--- src/rtl/mem_access_stage_pkg.sv ---
// Shared processor definitions for the memory-access stage: op codes, FSM state encodings,
// and default datapath/destination widths.
package mem_access_stage_pkg;

  localparam int DATA_W_DEF = 16;
  localparam int DEST_W_DEF = 10;
  localparam int ADDR_W     = 16;

  typedef enum logic [1:0] {
    OP_ALU   = 2'b00,
    OP_LOAD  = 2'b01,
    OP_STORE = 2'b10,
    OP_NOP   = 2'b11
  } op_e;

  typedef enum logic [2:0] {
    S_IDLE    = 3'd0,
    S_ST      = 3'd1,
    S_RD_ADDR = 3'd2,
    S_RD_DATA = 3'd3,
    S_OUT     = 3'd4
  } state_e;

endpackage

--- src/rtl/mem_access_stage.sv ---
// Memory-access pipeline stage: ALU pass-through, loads (1-cycle read latency) and stores.
// Define STORE_FWD_EN to add a last-store register that serves matching loads without a memory read.
module mem_access_stage
  import mem_access_stage_pkg::*;
#(
  parameter int DATA_W = DATA_W_DEF,
  parameter int DEST_W = DEST_W_DEF
) (
  input  logic              clk,
  input  logic              rst_n,
  input  logic              ex_valid,
  output logic              ex_ready,
  input  logic [1:0]        ex_op,
  input  logic [DATA_W-1:0] ex_result,
  input  logic [DATA_W-1:0] ex_data2,
  input  logic [DEST_W-1:0] ex_dest,
  output logic [15:0]       mem_addr,
  output logic              mem_read_en,
  output logic              mem_write_en,
  output logic [DATA_W-1:0] mem_write_data,
  input  logic [DATA_W-1:0] mem_read_data,
  output logic              wb_valid,
  input  logic              wb_ready,
  output logic              wb_reg_write,
  output logic [DATA_W-1:0] wb_write_data,
  output logic [DATA_W-1:0] wb_write_data2,
  output logic [DEST_W-1:0] wb_write_addr
);

  state_e              state_q, state_d;
  op_e                 acc_op;
  logic [ADDR_W-1:0]   ex_addr;
  logic [DATA_W-1:0]   data2_q, data2_d;
  logic [DEST_W-1:0]   dest_q, dest_d;
  logic [ADDR_W-1:0]   mem_addr_q, mem_addr_d;
  logic [DATA_W-1:0]   mem_wdata_q, mem_wdata_d;
  logic                mem_re_q, mem_re_d;
  logic                mem_we_q, mem_we_d;
  logic                wb_valid_q, wb_valid_d;
  logic [DATA_W-1:0]   wb_data_q, wb_data_d;
  logic [DATA_W-1:0]   wb_data2_q, wb_data2_d;
  logic [DEST_W-1:0]   wb_addr_q, wb_addr_d;

  assign acc_op  = op_e'(ex_op);
  assign ex_addr = ex_result[ADDR_W-1:0];

`ifdef STORE_FWD_EN
  logic              fwd_valid_q, fwd_valid_d;
  logic [ADDR_W-1:0] fwd_addr_q, fwd_addr_d;
  logic [DATA_W-1:0] fwd_data_q, fwd_data_d;
  logic              fwd_hit;

  assign fwd_hit = fwd_valid_q && (fwd_addr_q == ex_addr);

  always_comb begin
    fwd_valid_d = fwd_valid_q;
    fwd_addr_d  = fwd_addr_q;
    fwd_data_d  = fwd_data_q;
    if (state_q == S_IDLE && ex_valid && acc_op == OP_STORE) begin
      fwd_valid_d = 1'b1;
      fwd_addr_d  = ex_addr;
      fwd_data_d  = ex_data2;
    end
  end

  always_ff @(posedge clk) begin
    if (!rst_n) begin
      fwd_valid_q <= 1'b0;
      fwd_addr_q  <= '0;
      fwd_data_q  <= '0;
    end else begin
      fwd_valid_q <= fwd_valid_d;
      fwd_addr_q  <= fwd_addr_d;
      fwd_data_q  <= fwd_data_d;
    end
  end
`endif

  always_comb begin
    state_d     = state_q;
    data2_d     = data2_q;
    dest_d      = dest_q;
    mem_addr_d  = mem_addr_q;
    mem_wdata_d = mem_wdata_q;
    wb_data_d   = wb_data_q;
    wb_data2_d  = wb_data2_q;
    wb_addr_d   = wb_addr_q;
    case (state_q)
      S_IDLE: begin
        if (ex_valid) begin
          // NOPs are dropped without touching any register so no output moves.
          if (acc_op != OP_NOP) begin
            data2_d = ex_data2;
            dest_d  = ex_dest;
          end
          unique case (acc_op)
            OP_ALU: begin
              state_d    = S_OUT;
              wb_data_d  = ex_result;
              wb_data2_d = ex_data2;
              wb_addr_d  = ex_dest;
            end
            OP_LOAD: begin
`ifdef STORE_FWD_EN
              if (fwd_hit) begin
                state_d    = S_OUT;
                wb_data_d  = fwd_data_q;
                wb_data2_d = ex_data2;
                wb_addr_d  = ex_dest;
              end else begin
                state_d    = S_RD_ADDR;
                mem_addr_d = ex_addr;
              end
`else
              state_d    = S_RD_ADDR;
              mem_addr_d = ex_addr;
`endif
            end
            OP_STORE: begin
              state_d     = S_ST;
              mem_addr_d  = ex_addr;
              mem_wdata_d = ex_data2;
            end
            default: ;
          endcase
        end
      end
      S_ST:      state_d = S_IDLE;
      S_RD_ADDR: state_d = S_RD_DATA;
      S_RD_DATA: begin
        state_d    = S_OUT;
        wb_data_d  = mem_read_data;
        wb_data2_d = data2_q;
        wb_addr_d  = dest_q;
      end
      S_OUT:     if (wb_ready) state_d = S_IDLE;
      default:   state_d = S_IDLE;
    endcase
  end

  // Strobes are registered from the next state so they line up exactly with their state.
  assign mem_re_d   = (state_d == S_RD_ADDR);
  assign mem_we_d   = (state_d == S_ST);
  assign wb_valid_d = (state_d == S_OUT);

  always_ff @(posedge clk) begin
    if (!rst_n) begin
      state_q     <= S_IDLE;
      data2_q     <= '0;
      dest_q      <= '0;
      mem_addr_q  <= '0;
      mem_wdata_q <= '0;
      mem_re_q    <= 1'b0;
      mem_we_q    <= 1'b0;
      wb_valid_q  <= 1'b0;
      wb_data_q   <= '0;
      wb_data2_q  <= '0;
      wb_addr_q   <= '0;
    end else begin
      state_q     <= state_d;
      data2_q     <= data2_d;
      dest_q      <= dest_d;
      mem_addr_q  <= mem_addr_d;
      mem_wdata_q <= mem_wdata_d;
      mem_re_q    <= mem_re_d;
      mem_we_q    <= mem_we_d;
      wb_valid_q  <= wb_valid_d;
      wb_data_q   <= wb_data_d;
      wb_data2_q  <= wb_data2_d;
      wb_addr_q   <= wb_addr_d;
    end
  end

  assign ex_ready       = (state_q == S_IDLE);
  assign mem_addr       = mem_addr_q;
  assign mem_read_en    = mem_re_q;
  assign mem_write_en   = mem_we_q;
  assign mem_write_data = mem_wdata_q;
  assign wb_valid       = wb_valid_q;
  assign wb_reg_write   = wb_valid_q;
  assign wb_write_data  = wb_data_q;
  assign wb_write_data2 = wb_data2_q;
  assign wb_write_addr  = wb_addr_q;

endmodule

--- config.mk ---
export PLATFORM = sky130hd
export DESIGN_NAME = mem_access_stage
export DESIGN_NICKNAME = d
export VERILOG_FILES = /design/src/rtl/mem_access_stage_pkg.sv /design/src/rtl/mem_access_stage.sv
export SDC_FILE = /design/constraint.sdc
export NUM_CORES = 1
export LEC_CHECK = 0
export BUFFER_PORTS_ARGS = -buffer_cell sky130_fd_sc_hd__buf_2
export CAP_MARGIN = 30
export CORE_UTILIZATION = 45
export CTS_BUF_LIST = sky130_fd_sc_hd__clkbuf_8
export CTS_CLUSTER_DIAMETER = 80
export DETAILED_ROUTE_END_ITERATION = 10
export PLACE_DENSITY = 0.81
export SLEW_MARGIN = 40
export SYNTH_ARGS = -nofsm -noshare
export SYNTH_HDL_FRONTEND = slang
export SYNTH_SLANG_ARGS = --single-unit
export TNS_END_PERCENT = 10
--- constraint.sdc ---
create_clock -name clk -period 1.67 [get_ports clk]
set_input_delay 0.4175 -clock clk [delete_from_list [all_inputs] [get_ports clk]]
set_output_delay 0.4175 -clock clk [all_outputs]
set_load 0.005 [all_outputs]
==> flow_summary.json <==
{
  "synth_seq_cells": 106,
  "drive_gt1_frac": 0.2903,
  "synth_area_leader_cell": "dfxtp_1",
  "drcViolationCount": 0,
  "cp.arrival_ps": 1300,
  "antenna_found_initial": 0,
  "clk-insertion-delay-late_ps": 370,
  "ys_top_cells_by_count": "106 x dfxtp_1, 85 x nand3_1, 85 x nand3b_1, 46 x clkbuf_1, 44 x nand2_1",
  "cell_internal_pwr_w": 0.003862,
  "layout_min_cycle_time_ps": 1715,
  "synth_top_family_by_area": "simple AND/OR/NAND/NOR gates",
  "yosysUniqueCellTypes": 34,
  "start_kind": "flop",
  "seqPwrFrac": 0.518,
  "initial_core_util": 0.4645,
  "synthXorXnorAreaFrac": 0,
  "cts_tree": "done",
  "powerDensity_nw_per_um2": 834.1,
  "die_h_um": 108.2,
  "p_clk_frac": 0.323,
  "h-tree-depth": 3,
  "required_ps": 1250,
  "grt_max_degree": 68,
  "p_leak_nw": 2.431,
  "fmax_ghz": 0.5832,
  "cts_root_buf": "clkbuf_8",
  "num_io_pins": 143,
  "synth_edf_count": 0,
  "switching_share": 0.2650,
  "synth.area.top_cells": "dfxtp_1 42%, nand3b_1 13%, nand3_1 8.4%",
  "synth_compound_area_frac": 0.2096,
  "cts_max_path_buffers": 2,
  "syn_inst": 596,
  "async_reset_ff_frac": 0,
  "insertedDiodeCount": 0,
  "min_path_type": "input port to flop",
  "avgSynthCellArea_sq_um": 8.523,
  "synthMuxAreaShare": 0,
  "gr-total-overflow": 0,
  "nets": 785,
  "first_pass_iters": 6,
  "fillers": 970,
  "clk_pin_slew_worst_paths_ps": 100,
  "fin_hold_ws_ps": 301.9,
  "first_iter_violations": 312,
  "grt_pass1_vias": 4675,
  "p_comb_frac": 0.159,
  "met3_length_um": 771,
  "power.switching_w": 0.001393,
  "synth.top_cell.area_share": 0.4177,
  "dp_slack_ps": -183.7,
  "wl_met1_um": 6453,
  "status": "finished, violations left",
  "final_area_sq_um": 6300,
  "fin_ws_ps": -44.66,
  "cts-hold-fix-buffers": 0,
  "vias": 5070,
  "syn_area_sq_um": 5080,
  "post_drt_via_cell_ratio": 5.895,
  "place.port_buffers": 142,
  "ys.flop_type": "dfxtp_1",
  "wl_met2_um": 6750,
  "dp_cells": 843,
  "gp_congestion": 0.8001,
  "seq_area_frac_synth": 0.4177,
  "areaGrowthSynthToFinish_pct": 24.01,
  "hold_viol_final": 0,
  "drv_slew": 0,
  "core_area_sq_um": 10940,
  "finalCritPeriodShare": 1.027,
  "dieArea_sq_um": 11720,
  "synth_nets": 664,
  "max_cap_violations": 0,
  "yosysMostFrequentCell": "dfxtp_1",
  "relSlewSlack": 0.6626,
  "place_area_sq_um": 6047,
  "critPathMaxFanout": 2,
  "setup_viol": 1,
  "die_w_um": 108.2,
  "dp_hpwl_um": 9888,
  "worstSetupPathType": "flop to output pin",
  "yosysWarningCount": 0,
  "worst_pin_slew_ps": 506.1,
  "grt_usage": 0.2455,
  "highest_layer": "met4",
  "ir_drop_mv": 0.4160,
  "clock_sinks": 106,
  "row_count": 38,
  "wirelength_um": 14370,
  "synth-simple-area-share": 0.2933,
  "stdcell_count": 860,
  "postRouteAntennaNets": 0,
  "end_kind": "output pin",
  "clock_skew_ps": 10.67,
  "numCtsBuffers": 9,
  "rsz0062_at_grt": "yes",
  "failed_checks": "negative setup slack",
  "wl_per_cell_um": 16.71,
  "grt_pass1_wl_um": 22690,
  "synth-adder-area-share": 0.009852
}
==> layout make-up <==
type | count | area (sq um) | share of cell area
flip-flops and latches | 106 | 2128 | 0.3378
clock inverters | 5 | 80.08 | 0.01271
multi-input cells | 414 | 2640 | 0.4191
well taps | 140 | 175.2 | 0.02781
clock buffers | 9 | 123.9 | 0.01966
inverters | 5 | 26.28 | 0.004171
repair buffers | 181 | 1126 | 0.1787
==> layout by cell type, fill, tap and decap left out, types with 10 or more instances in the layout <==
cell      synthesis  routed
buf_2            14     141
dfxtp_1         106     103
nand3_1          85      85
nand3b_1         85      85
nand2_1          44      44
a21oi_1          43      43
a41oi_1          42      42
o21ai_0          33      32
buf_4             2      29
o21a_1           17      17
and3_1           16      16
a21boi_0         16      16
o21ai_1           9      10
==> layer usage <==
layer  vias up  GRT usage
met4         0     0.1076
met2       191     0.4031
met3        34    0.03677
li1       2425          -
met1      2420     0.3187
met5         -          0
==> repair_timing <==
action / CTS / global route
setup endpoints to repair: 1 / 14
buffers inserted: 3 / 0
pin swaps: 1 / 0
gates resized for setup: 4 / 4
==> path summary, 6_finish.rpt <==
path | endpoint | from | slack [ps] | cells past startpoint
min | dest_q[8] | ex_dest[8] | 300 | 3
max | ex_ready | state_q[2] | -40 | 3
min reg2reg | dest_q[9] | dest_q[9] | 480 | 2
max reg2reg | mem_write_data[3] | state_q[2] | 90 | 5
==> critical path, stage by stage, from the launching register on <==
cell	delay [ps]
dfxtp_4	350
or3_4	430
inv_8	70
buf_6	80
==> stage by stage <==
stage / total power [W] / util / setup TNS (ps)
CTS: 0.005281 / 0.5751 / -60.21
detailed placement: 0.003584 / 0.5530 / -6803
finish: 0.005255 / 0.5761 / -44.66
floorplan: 0.003222 / - / 0
global placement: 0.003556 / 0.5530 / -2075
global route: 0.005487 / 0.5761 / -100.2
==> cell families (layout without fill, tap and decap cells) <==
logic type,count (synthesis),in the layout
adder cells (fa/ha/maj),4,4
flip-flops,106,106
buffers and inverters,76,200
AND/OR/NAND/NOR,248,248
AO/OA/AOI/OAI,162,162
==> flip-flops by register name (all words and copies together), names as in the netlist <==
| register | cells |
|---|---|
| data2_q | 16 |
| dest_q | 10 |
| mem_addr | 16 |
| mem_read_en | 1 |
| mem_write_data | 16 |
| mem_write_en | 1 |
| state_q | 3 |
| wb_reg_write | 1 |
| wb_write_addr | 10 |
| wb_write_data | 16 |
| wb_write_data2 | 16 |
==> power groups by stage <==
stage | clock network, W | logic (W) | registers, W
final | 0.00170 | 0.000835 | 0.00272
after global routing | 0.00184 | 0.000908 | 0.00274
after CTS | 0.00173 | 0.000827 | 0.00272
after detailed placement | 0 | 0.000803 | 0.00278
after global placement | 0 | 0.000782 | 0.00277
after floorplan | 0 | 0.000450 | 0.00277
No activity file was read; power rests on OpenSTA's default activity.
